===== src/rtl/mux_pipe_if.sv =====
// mux_pipe handshake bundle: input side (data/sel/valid/ready)
// and output side (data/valid/ready).
interface mux_pipe_if #(
  parameter int DATA_W = 8,
  parameter int SEL_W  = 4
);
  localparam int N = 1 << SEL_W;

  logic [N*DATA_W-1:0] in_data;
  logic [SEL_W-1:0]    in_sel;
  logic                in_valid;
  logic                in_ready;
  logic [DATA_W-1:0]   out_data;
  logic                out_valid;
  logic                out_ready;

  modport master (
    output in_data,
    output in_sel,
    output in_valid,
    input  in_ready,
    input  out_data,
    input  out_valid,
    output out_ready
  );

  modport slave (
    input  in_data,
    input  in_sel,
    input  in_valid,
    output in_ready,
    output out_data,
    output out_valid,
    input  out_ready
  );
endinterface


===== src/rtl/mux_pipe.sv =====
// Pipelined N:1 binary mux tree, STAGE_LVLS levels per register stage.
// Optional MUX_PIPE_PARITY_EN adds out_parity = ^out_data.
module mux_pipe #(
  parameter int DATA_W     = 8,
  parameter int SEL_W      = 4,
  parameter int STAGE_LVLS = 2
) (
  input logic       clk,
  input logic       rst,
  mux_pipe_if.slave bus
`ifdef MUX_PIPE_PARITY_EN
  ,
  output logic      out_parity
`endif
);
  localparam int L = (SEL_W + STAGE_LVLS - 1) / STAGE_LVLS;

  logic en;

  assign en = ~bus.out_valid | bus.out_ready;
  assign bus.in_ready = en | rst;

  for (genvar s = 0; s < L; s++) begin : stg
    localparam int LO = s * STAGE_LVLS;
    localparam int HI = (LO + STAGE_LVLS > SEL_W) ?
                        SEL_W : LO + STAGE_LVLS;
    localparam int NL = HI - LO;
    localparam int SI = SEL_W - LO;
    localparam int SO = SEL_W - HI;
    localparam int WI = 1 << SI;
    localparam int WO = 1 << SO;

    logic [WI*DATA_W-1:0] src;
    logic [SI-1:0]        ssel;
    logic                 sval;
    logic [WO*DATA_W-1:0] mux;
    logic [WO*DATA_W-1:0] d;
    logic                 v;

    // In-place halving: word i reads words 2i/2i+1, never below i.
    function automatic logic [WO*DATA_W-1:0] reduce(
      input logic [WI*DATA_W-1:0] x,
      input logic [NL-1:0]        sl
    );
      logic [WI*DATA_W-1:0] r;
      r = x;
      for (int j = 0; j < NL; j++) begin
        for (int i = 0; i < (WI >> (j + 1)); i++) begin
          r[i*DATA_W +: DATA_W] = sl[j] ?
            r[(2*i+1)*DATA_W +: DATA_W] :
            r[(2*i)*DATA_W +: DATA_W];
        end
      end
      return r[WO*DATA_W-1:0];
    endfunction

    if (s == 0) begin : g_in
      assign src  = bus.in_data;
      assign ssel = bus.in_sel;
      assign sval = bus.in_valid;
    end else begin : g_chain
      assign src  = stg[s-1].d;
      assign ssel = stg[s-1].g_mid.sr;
      assign sval = stg[s-1].v;
    end

    assign mux = reduce(src, ssel[NL-1:0]);

    if (s < L - 1) begin : g_mid
      logic [SO-1:0] sr;

      always_ff @(posedge clk) begin
        if (rst) begin
          v <= 1'b0;
        end else if (en) begin
          v  <= sval;
          d  <= mux;
          sr <= ssel[SI-1:NL];
        end
      end
    end else begin : g_out
      // Output word is forced to zero on bubbles.
      always_ff @(posedge clk) begin
        if (rst) begin
          v <= 1'b0;
          d <= '0;
        end else if (en) begin
          v <= sval;
          d <= sval ? mux : '0;
        end
      end
    end
  end

  assign bus.out_data  = stg[L-1].d;
  assign bus.out_valid = stg[L-1].v;

`ifdef MUX_PIPE_PARITY_EN
  assign out_parity = ^bus.out_data;
`endif
endmodule


===== src/flat_wrapper.sv =====
// flat-port wrapper written by rule: the top's interface ports become plain ports
module mux_pipe_flat 
#(
  parameter int DATA_W     = 8,
  parameter int SEL_W      = 4,
  parameter int STAGE_LVLS = 2
)
  (clk, rst, bus_in_data, bus_in_sel, bus_in_valid, bus_in_ready, bus_out_data, bus_out_valid, bus_out_ready);
  mux_pipe_if #(.DATA_W(DATA_W), .SEL_W(SEL_W)) bus_i ();
  input logic clk;
  input logic rst;
  input wire logic [$bits(bus_i.in_data)-1:0] bus_in_data;
  input wire logic [$bits(bus_i.in_sel)-1:0] bus_in_sel;
  input wire logic [$bits(bus_i.in_valid)-1:0] bus_in_valid;
  output wire logic [$bits(bus_i.in_ready)-1:0] bus_in_ready;
  output wire logic [$bits(bus_i.out_data)-1:0] bus_out_data;
  output wire logic [$bits(bus_i.out_valid)-1:0] bus_out_valid;
  input wire logic [$bits(bus_i.out_ready)-1:0] bus_out_ready;
  assign bus_i.in_data = bus_in_data;
  assign bus_i.in_sel = bus_in_sel;
  assign bus_i.in_valid = bus_in_valid;
  assign bus_in_ready = bus_i.in_ready;
  assign bus_out_data = bus_i.out_data;
  assign bus_out_valid = bus_i.out_valid;
  assign bus_i.out_ready = bus_out_ready;
  mux_pipe #(.DATA_W(DATA_W), .SEL_W(SEL_W), .STAGE_LVLS(STAGE_LVLS)) u_core (.clk(clk), .rst(rst), .bus(bus_i));
endmodule

===== config.mk =====
export PLATFORM = sky130hd
export DESIGN_NAME = mux_pipe_flat
export DESIGN_NICKNAME = d
export VERILOG_FILES = /design/src/rtl/mux_pipe_if.sv /design/src/rtl/mux_pipe.sv /design/src/flat_wrapper.sv
export SDC_FILE = /design/constraint.sdc
export NUM_CORES = 1
export LEC_CHECK = 0
export ABC_AREA = 0
export BUFFER_PORTS_ARGS = -buffer_cell sky130_fd_sc_hd__buf_4
export CAP_MARGIN = 10
export CORE_ASPECT_RATIO = 1.2
export CORE_MARGIN = 2
export CORE_UTILIZATION = 41
export CTS_CLUSTER_DIAMETER = 50
export DETAILED_ROUTE_END_ITERATION = 16
export PLACE_DENSITY = 0.77
export SYNTH_ARGS = -nofsm -noshare
export SYNTH_HDL_FRONTEND = slang
export SYNTH_SLANG_ARGS = --single-unit

===== constraint.sdc =====
create_clock -name clk -period 3.5 [get_ports clk]
set_input_delay 0.175 -clock clk [delete_from_list [all_inputs] [get_ports clk]]
set_output_delay 0.175 -clock clk [all_outputs]
set_load 0.1 [all_outputs]

==> load_flow_metrics.sql <==
INSERT INTO impl_metrics (metric_group, metric, value, unit) VALUES
('status', 'status', 'completed', ''),
('synthesis', 'adder_cell_share_of_the_synthesized_area', '0', '%'),
('detailed_routing', 'route.detailed.drc', '0', ''),
('detailed_routing', 'route.vias.total', '1788', ''),
('critical_path', 'critical_path_peak_fanout', '12', ''),
('clocking', 'tritoncts', 'yes', ''),
('sta', 'worst-slew-pin-transition', '0.582', 'ns'),
('place', 'gp_congestion', '0.805', ''),
('detailed_routing', 'drt-vias-per-instance', '5.23', ''),
('critical_path', 'worst_ep_arrival_time', '1.50', 'ns'),
('floorplan', 'design.core.area', '5670', 'sq um'),
('final_layout', 'non_filler_instances', '342', ''),
('grt', 'grt_first_pass_wirelength', '9140', 'um'),
('synthesis', 'synth_top_area_share', '42.5', '%'),
('floorplan', 'initial_core_util', '42.4', '%'),
('synthesis', 'synth-main-ff-cell', 'edfxtp_1', ''),
('clocking', 'number_of_buffers_inserted_for_hold_repair_after_clock_tree_synthesis', '0', ''),
('place', 'count_of_input_and_output_buffers', '145', ''),
('synthesis', 'yosys-mux-area-fraction', '37.5', '%'),
('sta', 'rsz_0062_raised_after_global_routing', 'false', ''),
('synthesis', 'yosys-top-cells-count', '40 x mux4_2, 34 x edfxtp_1, 10 x dfxtp_1', ''),
('detailed_routing', 'route.detailed.wl_per_inst', '16.9', 'um'),
('clocking', 'clock_latency', '0.28', 'ns'),
('detailed_routing', 'wirelength', '5770', 'um'),
('grt', 'grt_antenna_before_repair', '0', ''),
('sta', 'final-max-slew-violation-count', '0', ''),
('floorplan', 'core.rowCount', '30', ''),
('power_and_ir_drop', 'static-leakage-power', '0.00153', 'uW'),
('synthesis', 'post_synth.cell_area_avg', '19.9', 'sq um'),
('synthesis', 'yosys.area_share.simple', '4.53', '%'),
('synthesis', 'compound_cell_area_share_of_the_yosys_netlist', '3.91', '%'),
('place', 'placed_cells_incl_taps', '334', ''),
('critical_path', 'worst_path_required', '3.32', 'ns'),
('synthesis', 'sequential_area_share_after_synthesis', '50.8', '%'),
('critical_path', 'timing.critical_path.from', 'u_core.bus.out_valid$_SDFFE_PP0P_', ''),
('floorplan', 'ios', '146', ''),
('clocking', 'cts_repair_resize_count', '0', ''),
('grt', 'grt_overflow', '0', ''),
('sta', 'max_freq', '0.595', 'GHz'),
('synthesis', 'synthTopCellsByArea', 'edfxtp_1 43%, mux4_2 38%, dfxtp_1 8.3%', ''),
('sta', 'setup_viol', '0', ''),
('synthesis', 'synth.yosys.warnings', '0', ''),
('critical_path', 'regToRegStartpoint', 'u_core.bus.out_valid$_SDFFE_PP0P_', ''),
('min_path', 'hold_class', 'primary input to register', ''),
('synthesis', 'post-synth-top-count-cell', 'mux4_2', ''),
('final_layout', 'drive_above_1_share', '73.3', '%'),
('min_path', 'hp-start', 'bus_in_sel[3]', ''),
('sta', 'final.setup_skew', '0.00540', 'ns'),
('synthesis', 'yosysUniqueCellTypes', '15', ''),
('clocking', 'maximum_clock_path_buffer_count', '2', ''),
('clocking', 'clock_tree.htree_level_count', '2', ''),
('synthesis', 'synth_largest_area_cell', 'edfxtp_1', ''),
('floorplan', 'die_w', '73.9', 'um'),
('critical_path', 'cp-end-kind', 'output pin', ''),
('detailed_routing', 'drtIter0Drc', '93', ''),
('floorplan', 'chipHeight', '87.9', 'um'),
('synthesis', 'edff_count_synth', '34', ''),
('critical_path', 'critPathKind', 'register to output pin', ''),
('sta', 'hold_violations', '0', ''),
('floorplan', 'area_enclosed_by_the_die_boundary', '6490', 'sq um'),
('critical_path', 'critical_path.startpoint_type', 'register', ''),
('place', 'detailed_place_hpwl', '4790', 'um'),
('sta', 'timing.final.crit_share', '48.0', '%'),
('clocking', 'tritoncts_num_sinks', '44', ''),
('sta', 'max-slew-margin-rel', '61.2', '%'),
('clocking', 'cts_inserted_buffers', '5', ''),
('critical_path', 'rr_worst_depth', '3', ''),
('final_layout', 'final_net_count', '397', ''),
('clocking', 'post-cts-setup-buffers', '0', ''),
('final_layout', 'layout-area-overhead-vs-synth', '50.2', '%'),
('synthesis', 'xor_xnor_fraction_of_synth_area', '0', '%');
## layer usage
| layer | routed length [um] | GRT usage [%] | vias to the layer above | part of all wire, % |
|---|---|---|---|---|
| met4 | 60 | 5.45 | 0 | 1.0 |
| met2 | 3130 | 31.1 | 85 | 54 |
| met3 | 391 | 3.68 | 5 | 6.8 |
| li1 | - | - | 829 | - |
| met5 | 0 | 0 | - | 0 |
| met1 | 2180 | 24.9 | 869 | 38 |
## final cells by class
type                            instances  area, sq um
Tap cell                               80          100
Clock buffer                            7         76.3
Inverter                                2         7.51
Fill cell                             455         2060
Clock inverter                          1         3.75
Timing Repair Buffer                  146         1100
Multi-Input combinational cell         62         1100
Sequential cell                        44         1220
## state kept, by name (all words and copies together) (netlist names)
name / flops
u_core.bus.out_data: 8
u_core.bus.out_valid: 1
u_core.stg.d: 32
u_core.stg.g_mid.sr: 2
u_core.stg.v: 1
## power by group
group	internal [uW]	total, uW	switching (uW)
combinational	184	292	109
clock	139	287	148
sequential	611	630	18.1
total	934	1210	275
## critical path: stages, from the launching register on
cell	delay, ns
dfxtp_1	0.45
nand2b_1	0.29
nand2b_1	0.24
buf_4	0.24
## worst paths after layout
check                           slack, ns                                   to
worst max-delay path                 1.82                         bus_in_ready
worst min-delay path                 0.06  u_core.stg[0].g_mid.sr[1]$_DFFE_PP_
worst max register to register       1.87        u_core.stg[0].d[27]$_DFFE_PP_
worst min register to register       0.61    u_core.bus.out_valid$_SDFFE_PP0P_
## metrics by stage
stage	cell area [sq um]	util (%)	total power [uW]	worst slack (ns)
4_1_cts	3610	63.7	1220	1.82
2_1_floorplan	2400	-	793	1.10
3_5_place_dp	3530	62.3	937	1.86
6_report	3610	63.7	1210	1.82
5_1_grt	3610	63.7	1270	1.69
3_3_place_gp	3530	62.3	930	1.90
## cells in the final DEF (no fill, tap or decap)
cell type / count
a21oi_1: 1
a31o_2: 1
a41o_1: 8
and2_1: 1
buf_4: 146
clkbuf_1: 2
clkbuf_8: 5
clkinv_1: 1
dfxtp_1: 10
edfxtp_1: 34
inv_1: 2
mux4_2: 40
nand2b_1: 2
nor4bb_1: 9
## kinds of logic (layout without fill, tap and decap cells)
| kind of cell | Yosys count | count (layout) |
|---|---|---|
| DFF | 44 | 44 |
| muxes | 40 | 40 |
| buffers and inverters | 15 | 156 |
| and+or+nand+nor | 12 | 12 |
| AOI/OAI and AO/OA | 10 | 10 |
(Power assumes the default switching activity.)
